===== src/rtl/apb_pkg.sv =====
// rtl/apb_pkg.sv - APB master state encoding, command layout and strobe-width helper
package apb_pkg;

    typedef enum logic [1:0] {
        IDLE   = 2'b00,
        SETUP  = 2'b01,
        ACCESS = 2'b10
    } apb_state_t;

    localparam int CMD_ADDR_W = 32;
    localparam int CMD_DATA_W = 32;

    // Field order matches the flat queue word packed by the master: {write, addr, wdata, strb}
    typedef struct packed {
        logic                      write;
        logic [CMD_ADDR_W-1:0]     addr;
        logic [CMD_DATA_W-1:0]     wdata;
        logic [CMD_DATA_W/8-1:0]   strb;
    } apb_cmd_t;

    function automatic int strb_width(input int data_w);
        return data_w / 8;
    endfunction

endpackage


===== src/rtl/apb_cmd_fifo.sv =====
// rtl/apb_cmd_fifo.sv - Show-ahead command queue exposing the head and the entry behind it
module apb_cmd_fifo #(
    parameter int DEPTH = 4,
    parameter int W     = 8,
    parameter int CNT_W = $clog2(DEPTH) + 1
) (
    input  logic             PCLK,
    input  logic             PRESET,
    input  logic             push,
    input  logic             pop,
    input  logic [W-1:0]     wdata,
    output logic             full,
    output logic             empty,
    output logic [W-1:0]     head,
    output logic [W-1:0]     head2,
    output logic [CNT_W-1:0] count
);
    localparam int PTR_W = $clog2(DEPTH);

    logic [W-1:0]     mem [DEPTH];
    logic [PTR_W-1:0] wr_ptr;
    logic [PTR_W-1:0] rd_ptr;
    logic [PTR_W-1:0] rd_ptr_nx;
    logic             do_push;
    logic             do_pop;

    assign full      = (count == CNT_W'(DEPTH));
    assign empty     = (count == '0);
    assign do_push   = push && !full;
    assign do_pop    = pop && !empty;
    assign rd_ptr_nx = rd_ptr + PTR_W'(1);
    assign head      = mem[rd_ptr];
    assign head2     = mem[rd_ptr_nx];

    always_ff @(posedge PCLK or posedge PRESET) begin
        if (PRESET) begin
            wr_ptr <= '0;
            rd_ptr <= '0;
            count  <= '0;
        end else begin
            if (do_push) wr_ptr <= wr_ptr + PTR_W'(1);
            if (do_pop)  rd_ptr <= rd_ptr_nx;
            count <= count + CNT_W'(do_push) - CNT_W'(do_pop);
        end
    end

    always_ff @(posedge PCLK) begin
        if (do_push) mem[wr_ptr] <= wdata;
    end

endmodule


===== src/rtl/apb_master_q.sv =====
// rtl/apb_master_q.sv - Queued APB4 master; defining APB_TIMEOUT_EN adds the ACCESS wait abort
module apb_master_q
    import apb_pkg::*;
#(
    parameter int ADDR_W      = 32,
    parameter int DATA_W      = 32,
    parameter int DEPTH       = 4,
    parameter int TIMEOUT_CYC = 16
) (
    input  logic                PCLK,
    input  logic                PRESET,
    input  logic                req_valid,
    output logic                req_ready,
    input  logic                req_write,
    input  logic [ADDR_W-1:0]   req_addr,
    input  logic [DATA_W-1:0]   req_wdata,
    input  logic [DATA_W/8-1:0] req_strb,
    output logic                rsp_valid,
    output logic [DATA_W-1:0]   rsp_rdata,
    output logic                rsp_err,
    output logic                rsp_tout,
    output logic                PSEL,
    output logic                PENABLE,
    output logic                PWRITE,
    output logic [ADDR_W-1:0]   PADDR,
    output logic [DATA_W-1:0]   PWDATA,
    output logic [DATA_W/8-1:0] PSTRB,
    input  logic [DATA_W-1:0]   PRDATA,
    input  logic                PREADY,
    input  logic                PSLVERR
);
    localparam int STRB_W = strb_width(DATA_W);
    localparam int CMD_W  = 1 + ADDR_W + DATA_W + STRB_W;
    localparam int CNT_W  = $clog2(DEPTH) + 1;

    apb_state_t         state;
    logic [CMD_W-1:0]   req_cmd;
    logic [CMD_W-1:0]   head;
    logic [CMD_W-1:0]   head2;
    logic [CMD_W-1:0]   load_cmd;
    logic [CNT_W-1:0]   count;
    logic [CNT_W-1:0]   cnt_next;
    logic               full;
    logic               empty;
    logic               push;
    logic               pop;
    logic               done;
    logic               tout_hit;
    logic               more;
    logic               ld_write;
    logic [ADDR_W-1:0]  ld_addr;
    logic [DATA_W-1:0]  ld_wdata;
    logic [STRB_W-1:0]  ld_strb;

    assign req_cmd  = {req_write, req_addr, req_wdata, req_strb};
    assign push     = req_valid && req_ready && !full;
    assign done     = (state == ACCESS) && PREADY;
    assign pop      = done || tout_hit;
    assign cnt_next = count + CNT_W'(push) - CNT_W'(pop);
    assign more     = (cnt_next != '0);

    // On a pop the next transfer is the stored entry behind the head, or the request arriving now
    assign load_cmd = (state != ACCESS)      ? head  :
                      (count > CNT_W'(1))    ? head2 : req_cmd;
    assign {ld_write, ld_addr, ld_wdata, ld_strb} = load_cmd;

    apb_cmd_fifo #(
        .DEPTH (DEPTH),
        .W     (CMD_W),
        .CNT_W (CNT_W)
    ) u_fifo (
        .PCLK   (PCLK),
        .PRESET (PRESET),
        .push   (push),
        .pop    (pop),
        .wdata  (req_cmd),
        .full   (full),
        .empty  (empty),
        .head   (head),
        .head2  (head2),
        .count  (count)
    );

`ifdef APB_TIMEOUT_EN
    localparam int WAIT_W = $clog2(TIMEOUT_CYC + 1);

    logic [WAIT_W-1:0] wait_cnt;
    logic              tout_q;

    assign tout_hit = (state == ACCESS) && !PREADY && (wait_cnt == WAIT_W'(TIMEOUT_CYC - 1));
    assign rsp_tout = tout_q;

    always_ff @(posedge PCLK or posedge PRESET) begin
        if (PRESET) begin
            wait_cnt <= '0;
            tout_q   <= 1'b0;
        end else begin
            if (state == SETUP)
                wait_cnt <= '0;
            else if ((state == ACCESS) && !PREADY)
                wait_cnt <= wait_cnt + WAIT_W'(1);
            if (done)
                tout_q <= 1'b0;
            else if (tout_hit)
                tout_q <= 1'b1;
        end
    end
`else
    logic unused_timeout;

    assign unused_timeout = (TIMEOUT_CYC > 0);
    assign tout_hit       = 1'b0;
    assign rsp_tout       = 1'b0;
`endif

    always_ff @(posedge PCLK or posedge PRESET) begin
        if (PRESET) begin
            state     <= IDLE;
            PSEL      <= 1'b0;
            PENABLE   <= 1'b0;
            PWRITE    <= 1'b0;
            PADDR     <= '0;
            PWDATA    <= '0;
            PSTRB     <= '0;
            req_ready <= 1'b0;
            rsp_valid <= 1'b0;
            rsp_rdata <= '0;
            rsp_err   <= 1'b0;
        end else begin
            req_ready <= (cnt_next != CNT_W'(DEPTH));
            rsp_valid <= pop;
            if (done) begin
                rsp_rdata <= PWRITE ? '0 : PRDATA;
                rsp_err   <= PSLVERR;
            end else if (tout_hit) begin
                rsp_rdata <= '0;
                rsp_err   <= 1'b1;
            end

            case (state)
                IDLE: begin
                    if (!empty) begin
                        state   <= SETUP;
                        PSEL    <= 1'b1;
                        PENABLE <= 1'b0;
                        PWRITE  <= ld_write;
                        PADDR   <= ld_addr;
                        PWDATA  <= ld_wdata;
                        PSTRB   <= ld_write ? ld_strb : '0;
                    end
                end
                SETUP: begin
                    state   <= ACCESS;
                    PENABLE <= 1'b1;
                end
                ACCESS: begin
                    if (pop) begin
                        PENABLE <= 1'b0;
                        if (more) begin
                            state  <= SETUP;
                            PWRITE <= ld_write;
                            PADDR  <= ld_addr;
                            PWDATA <= ld_wdata;
                            PSTRB  <= ld_write ? ld_strb : '0;
                        end else begin
                            state <= IDLE;
                            PSEL  <= 1'b0;
                        end
                    end
                end
                default: begin
                    state   <= IDLE;
                    PSEL    <= 1'b0;
                    PENABLE <= 1'b0;
                end
            endcase
        end
    end

endmodule


===== config.mk =====
export PLATFORM = sky130hd
export DESIGN_NAME = apb_master_q
export DESIGN_NICKNAME = d
export VERILOG_FILES = /design/src/rtl/apb_pkg.sv /design/src/rtl/apb_cmd_fifo.sv /design/src/rtl/apb_master_q.sv
export SDC_FILE = /design/constraint.sdc
export NUM_CORES = 1
export LEC_CHECK = 0
export ABC_AREA = 1
export BUFFER_PORTS_ARGS = -buffer_cell sky130_fd_sc_hd__buf_4
export CAP_MARGIN = 20
export CORE_MARGIN = 8
export CORE_UTILIZATION = 30
export DETAILED_ROUTE_END_ITERATION = 6
export HOLD_SLACK_MARGIN = 0.1
export PLACE_DENSITY = 0.44
export SETUP_SLACK_MARGIN = 0.3
export SYNTH_ARGS = -nofsm -noshare
export SYNTH_HDL_FRONTEND = slang
export SYNTH_SLANG_ARGS = --single-unit

===== constraint.sdc =====
create_clock -name PCLK -period 7.1 [get_ports PCLK]
set_input_delay 1.065 -clock PCLK [delete_from_list [all_inputs] [get_ports PCLK]]
set_output_delay 1.065 -clock PCLK [all_outputs]
set_load 0.005 [all_outputs]

Word level (Yosys, flattened, before mapping)
Memories as Yosys holds them, arrays and structs flattened.
Cells that the tools add are included.
{ "classes": {"n_addsub": 6, "n_mul": 0, "n_bitwise": 1, "n_reduce_logical": 14, "shifts": 0, "magnitude_cmp": 1, "mux": 33, "div": 0, "eq_ne": 9} }
{ "op_table": {"columns": ["operator", "n"], "rows": [
  ["two-way mux 32 bit", 7],
  ["two-way mux 69 bit", 2],
  ["case mux 32 bit (2 select lines)", 2],
  ["two-way mux 4 bit", 4],
  ["two-way mux 1 bit", 11],
  ["inequality test 2 bit (second input constant)", 5],
  ["case mux 4 bit (2 select lines)", 1],
  ["AND reduction 4 bit", 2],
  ["adder 3 x 1 -> 3 bit", 2],
  ["case mux 1 bit (3 select lines)", 2],
  ["case mux 2 bit (3 select lines)", 1],
  ["subtractor 3 x 1 -> 3 bit", 2],
  ["logical AND 1 bit", 5],
  ["adder 2 x 1 -> 2 bit (second input constant)", 2],
  ["two-way mux 2 bit", 2],
  ["equality test 3 bit (second input constant)", 1],
  ["> comparator 3 x 1 -> 1 bit (second input constant)", 1],
  ["zero test 3 bit", 1],
  ["inequality test 3 bit (second input constant)", 1],
  ["nonzero test 3 bit", 1],
  ["equality test 2 x 1 -> 1 bit (second input constant)", 1],
  ["equality test 2 bit (second input constant)", 1],
  ["zero test 1 bit", 2],
  ["zero test 2 bit", 1],
  ["4 further kinds", 4]
]} }
{ "word_totals": {"latch_bits": 0, "register_bits": 115, "input_bits": 106, "mem_bits_rw": 276, "word_cells": 79, "memories": 1, "output_inout_bits": 107, "romBits": 0} }
{ "mem_list": {"columns": ["name", "depth", "width", "rd", "rd_ports_with_merged_regs", "write_ports", "line", "rtl"], "rows": [
  ["u_fifo.mem", 4, 69, 2, 0, 1, "apb_cmd_fifo.sv:20", "logic [W-1:0] mem [DEPTH];"]
]} }

Logic depth before layout (Yosys ltp)
{ "logic_depth": {"ltp_word": 9, "ltp_mapped": 20, "mapped_depth_nobuf": 17} }

Hierarchy
A second synthesis with hierarchy kept.
{ "hier_totals": {"cells_unflattened": 2275, "area_unflattened_um2": 19795.2} }
{ "modules_own_cells": {"columns": ["module", "seq_area_each_um2", "area_each_um2", "cells_per_inst", "n_inst"], "rows": [
  ["apb_cmd_fifo", 8463.1, 13492.9, 1397, 1],
  ["apb_master_q", 2677.6, 6302.3, 878, 1]
]} }

Worst setup path before layout
Ideal clock, no wire load.
{ "synth_timing": {"path_kind": "input to register", "startpoint": "input port req_valid", "endpoint": "memory u_fifo.mem[0][0] in the netlist's numbering (enable)", "required_time_ps": 6604, "n_path_buf": 0, "cell_stages": 4, "arrival_time_ps": 4380, "setup_time_ps": 496, "slack_ps": 2223, "path_cell_list": "nand2_1 -> nor2_1 -> inv_1 -> nor2_1"} }
{ "synth_via": {"elab_chain_len": 5} }
{ "synth_rtl": {"columns": ["item", "line", "rtl"], "rows": [
  ["start, declared", "apb_master_q.sv:12", "input logic req_valid,"],
  ["logical AND 1 bit (2 in a row)", "apb_master_q.sv:56", "assign push = req_valid && req_ready && !full;"],
  ["logical AND 1 bit", "apb_cmd_fifo.sv:29", "assign do_push = push && !full;"],
  ["net u_fifo.do_push", "apb_cmd_fifo.sv:24", "logic do_push;"],
  ["two-way mux 1 bit", "apb_cmd_fifo.sv:48", "if (do_push) mem[wr_ptr] <= wdata;"],
  ["two-way mux 1 bit (not written as such)", "apb_cmd_fifo.sv:48", null],
  ["end, declared", "apb_cmd_fifo.sv:20", null]
]} }
The timed path passes the listed nets, and every way through them passes these cells.

Worst setup path after layout
{ "layout_timing": {"startpoint": "register state[0]", "endpoint": "register PADDR[13]"} }
{ "layout_via": {"elab_chain_len": 6, "elab_cells_between_ends": 16, "classes_between": "add/sub (1); eq/ne (5); mux (5); reduce/logical (5)"} }
{ "layout_rtl": {"columns": ["item", "line", "rtl"], "rows": [
  ["start, declared", "apb_master_q.sv:36", "apb_state_t state;"],
  ["start signal, assigned", "apb_master_q.sv:118", "state <= IDLE;"],
  ["start signal, assigned", "apb_master_q.sv:143", "state <= SETUP;"],
  ["start signal, assigned", "apb_master_q.sv:153", "state <= ACCESS;"],
  ["equality test 2 bit", "apb_master_q.sv:57, apb_master_q.sv:140", null],
  ["logical AND 1 bit", "apb_master_q.sv:57", "assign done = (state == ACCESS) && PREADY;"],
  ["subtractor 3 x 1 -> 3 bit", "apb_master_q.sv:59", "assign cnt_next = count + CNT_W'(push) - CNT_W'(pop);"],
  ["nonzero test 3 bit", "apb_master_q.sv:60", "assign more = (cnt_next != '0);"],
  ["inequality test 2 bit (no line)", null, null],
  ["AND reduction 4 bit (no line)", null, null],
  ["end signal, assigned", "apb_master_q.sv:147", "PADDR <= ld_addr;"],
  ["end signal, assigned", "apb_master_q.sv:162", "PADDR <= ld_addr;"],
  ["end, declared", "apb_master_q.sv:25", "output logic [ADDR_W-1:0] PADDR,"]
]} }
Several ways; a longest one is shown, not always the timed one. The select of a mux whose other input is x is not followed.
A chain may end at the register's enable or synchronous reset.

==> results.py <==
metrics = {
    "run_status": {
        "outcome": "completed",
    },
    "logic_synthesis": {
        "ys_ff_latch": 390,
        "synth_fp_nets": 2240,
        "synth_edf_count": 276,
        "syn_area_mm2": 0.01876,
        "syn-instance-count": 2122,
        "async_flop_share": 0.2923,
        "seq_area_frac_synth": 0.5938,
        "synth_top_area_frac": 0.4417,
        "synth_area_per_cell_um2": 8.842,
        "yosys_warnings": 0,
        "synth_commonest_cells": "nand2_1, edfxtp_1, nand3_1",
        "yosys.area.top_type": "edfxtp_1",
        "yosysMostFrequentCell": "nand2_1",
        "yosysUniqueCellTypes": 28,
        "synthFlopType": "edfxtp_1",
        "synth_area_leaders": "edfxtp_1, nand2_1, dfrtp_1",
    },
    "sta": {
        "fmax_ghz": 0.2217,
        "period_share": 0.6354,
        "rsz0062_at_grt": "false",
        "final.setup.tns_ns": 0,
        "max_slew_margin": 0.3281,
        "setup_viol": 0,
        "fin_skew_ns": 0.01410,
        "worst_pin_slew_ns": 1.008,
        "min_period_ns": 4.511,
        "hold_violations": 0,
        "drv_slew": 0,
    },
    "power_and_ir_drop": {
        "power_density_mw_per_mm2": 487.7,
        "peakVddDrop_v": 0.0002634,
        "p_leak_nw": 9.840,
    },
    "placed_design": {
        "io_buffers": 211,
        "placed_cell_area_mm2": 0.02096,
        "dpl.hpwl_um": 32830,
        "place.gp.congestion": 0.7517,
    },
    "drt": {
        "via_count": 15100,
        "vias_per_cell": 4.804,
        "wl_per_cell_um": 19.12,
        "finalWirelength_um": 60110,
        "firstDrtPassIters": 5,
        "drtIter0Drc": 976,
        "postRouteAntennaNets": 0,
        "drcViolationCount": 0,
    },
    "critical_path": {
        "crit_type": "flop to flop",
        "crit_fanout": 63,
        "cp-end-kind": "flop",
        "cp.required_ns": 7.56,
        "cp-start-kind": "flop",
        "arrival_ns": 4.97,
    },
    "die": {
        "initial_core_util": 0.3035,
        "coreArea_mm2": 0.06183,
        "dieHeight_um": 266.1,
        "fp.dieW_um": 266.1,
        "die_area_mm2": 0.07080,
        "rows": 91,
        "ios": 213,
    },
    "grt": {
        "grt_pass1_wl_um": 89510,
        "grt_pass1_vias": 14697,
        "grt_overflow": 0,
        "grt_max_degree": 134,
        "antenna_found_initial": 6,
        "track_usage": 0.1640,
    },
    "cts": {
        "cts_resized": 0,
        "cts_setup_buffers": 0,
        "tritoncts": "done",
        "hold_buffers": 0,
        "htree_levels": 2,
        "clock_latency_ns": 0.58,
        "clkTransAtPathRegs_ns": 0.06,
        "cts_buffers": 46,
        "root_buffer": "clkbuf_16",
        "cts_buffer_depth": 3,
        "cts_sinks": 390,
    },
    "final_layout": {
        "stdcell_area_mm2": 0.02260,
        "area_delta_synth_final_pct": 20.44,
        "nets": 2382,
        "layout-drive-gt1-share": 0.1438,
        "fillCellCount": 6221,
    },
    "job": {
        "drv_cap": 0,
    },
    "hold_path": {
        "min_path_type": "flop to flop",
    },
}
[sequential cells by signal (all words and copies together) (netlist names), 2 cells and up]
register,count
u_fifo.mem,276
PADDR,32
PWDATA,32
rsp_rdata,32
PSTRB,4
u_fifo.count,3
state,2
u_fifo.rd_ptr,2
u_fifo.wr_ptr,2
[area by class of cell]
cell class,instances,area [um^2],share of cell area
multi-input cells,1454,6460,0.2859
repair buffers,232,1812,0.08018
diodes,4,10.01,0.0004430
flip-flops and latches,390,11150,0.4934
clock inverters,17,170.2,0.007530
clock buffers,69,1413,0.06251
well taps,837,1047,0.04635
inverters,140,536.8,0.02375
[worst paths after layout]
check	from	to	slack (ns)	cells past startpoint
max in group asynchronous	PRESET	u_fifo.rd_ptr[1]	5.11	3
setup reg to reg	state[0]	PADDR[13]	2.59	15
hold / removal	rsp_rdata[6]	rsp_rdata[6]	0.48	2
setup / recovery	state[0]	PADDR[13]	2.59	15
hold reg to reg	rsp_rdata[6]	rsp_rdata[6]	0.48	2
min in group asynchronous	PRESET	rsp_rdata[27]	0.55	2
[cells by family after synthesis]
logic type / count (synthesis) / synth area share
buffers and inverters: 278 / 0.06415
AO/OA/AOI/OAI: 299 / 0.08583
XOR/XNOR: 3 / 0.001401
AND/OR/NAND/NOR: 1139 / 0.2458
flip-flops: 390 / 0.5938
adder cells (fa/ha/maj): 12 / 0.008803
other: 1 / 0.0001999
[power breakdown]
| part | switching, mW | internal (mW) |
|---|---|---|
| Clock | 0.971 | 1.49 |
| Sequential | 0.440 | 3.14 |
| Combinational | 3.36 | 1.63 |
[stage by stage]
| step | setup slack [ns] | util | hold WS [ns] | power, mW | instances |
|---|---|---|---|---|---|
| finish | 2.589 | 0.3655 | 0.4796 | 11.02 | 3143 |
| global placement | 2.033 | 0.3390 | 0.4642 | 8.605 | 3051 |
| floorplan | 2.223 | - | 0.4654 | 6.792 | 2122 |
| CTS | 2.521 | 0.3646 | 0.4828 | 11.18 | 3137 |
| global route | 2.217 | 0.3655 | 0.4929 | 11.88 | 3142 |
| detailed placement | 1.969 | 0.3390 | 0.4662 | 8.671 | 3051 |
[worst max-delay path, cell delays in order, from the launching register on]
cell	delay [ns]
dfrtp_1	0.42
nor2_4	0.13
inv_2	0.10
nor2_4	0.65
ha_1	0.37
inv_1	0.06
ha_1	0.15
fa_1	0.42
nor2_1	0.15
nand3_1	0.09
nand2_1	0.08
nand2_1	0.12
nand2_4	0.75
inv_4	0.52
nand3_1	0.25
nand2_1	0.07
[layer usage]
metal / GRT usage / vias up / part of all wire
met5: 0 / - / 0.00040
met4: 0.07185 / 4 / 0.036
met3: 0.02953 / 128 / 0.054
met2: 0.2812 / 414 / 0.49
met1: 0.2008 / 7241 / 0.42
li1: - / 7313 / -
[layout by cell type, fill, tap and decap left out, types with 21 or more instances in the layout]
| cell type | instances |
|---|---|
| o21ai_0 | 135 |
| o211ai_1 | 45 |
| edfxtp_1 | 276 |
| dfrtp_1 | 112 |
| o21ai_1 | 21 |
| a21oi_1 | 97 |
| buf_4 | 227 |
| nand3_1 | 242 |
| nand2_1 | 859 |
| nor2_1 | 25 |
| inv_1 | 130 |
| clkbuf_16 | 50 |
Note: power is estimated with default switching activity, not from simulation.
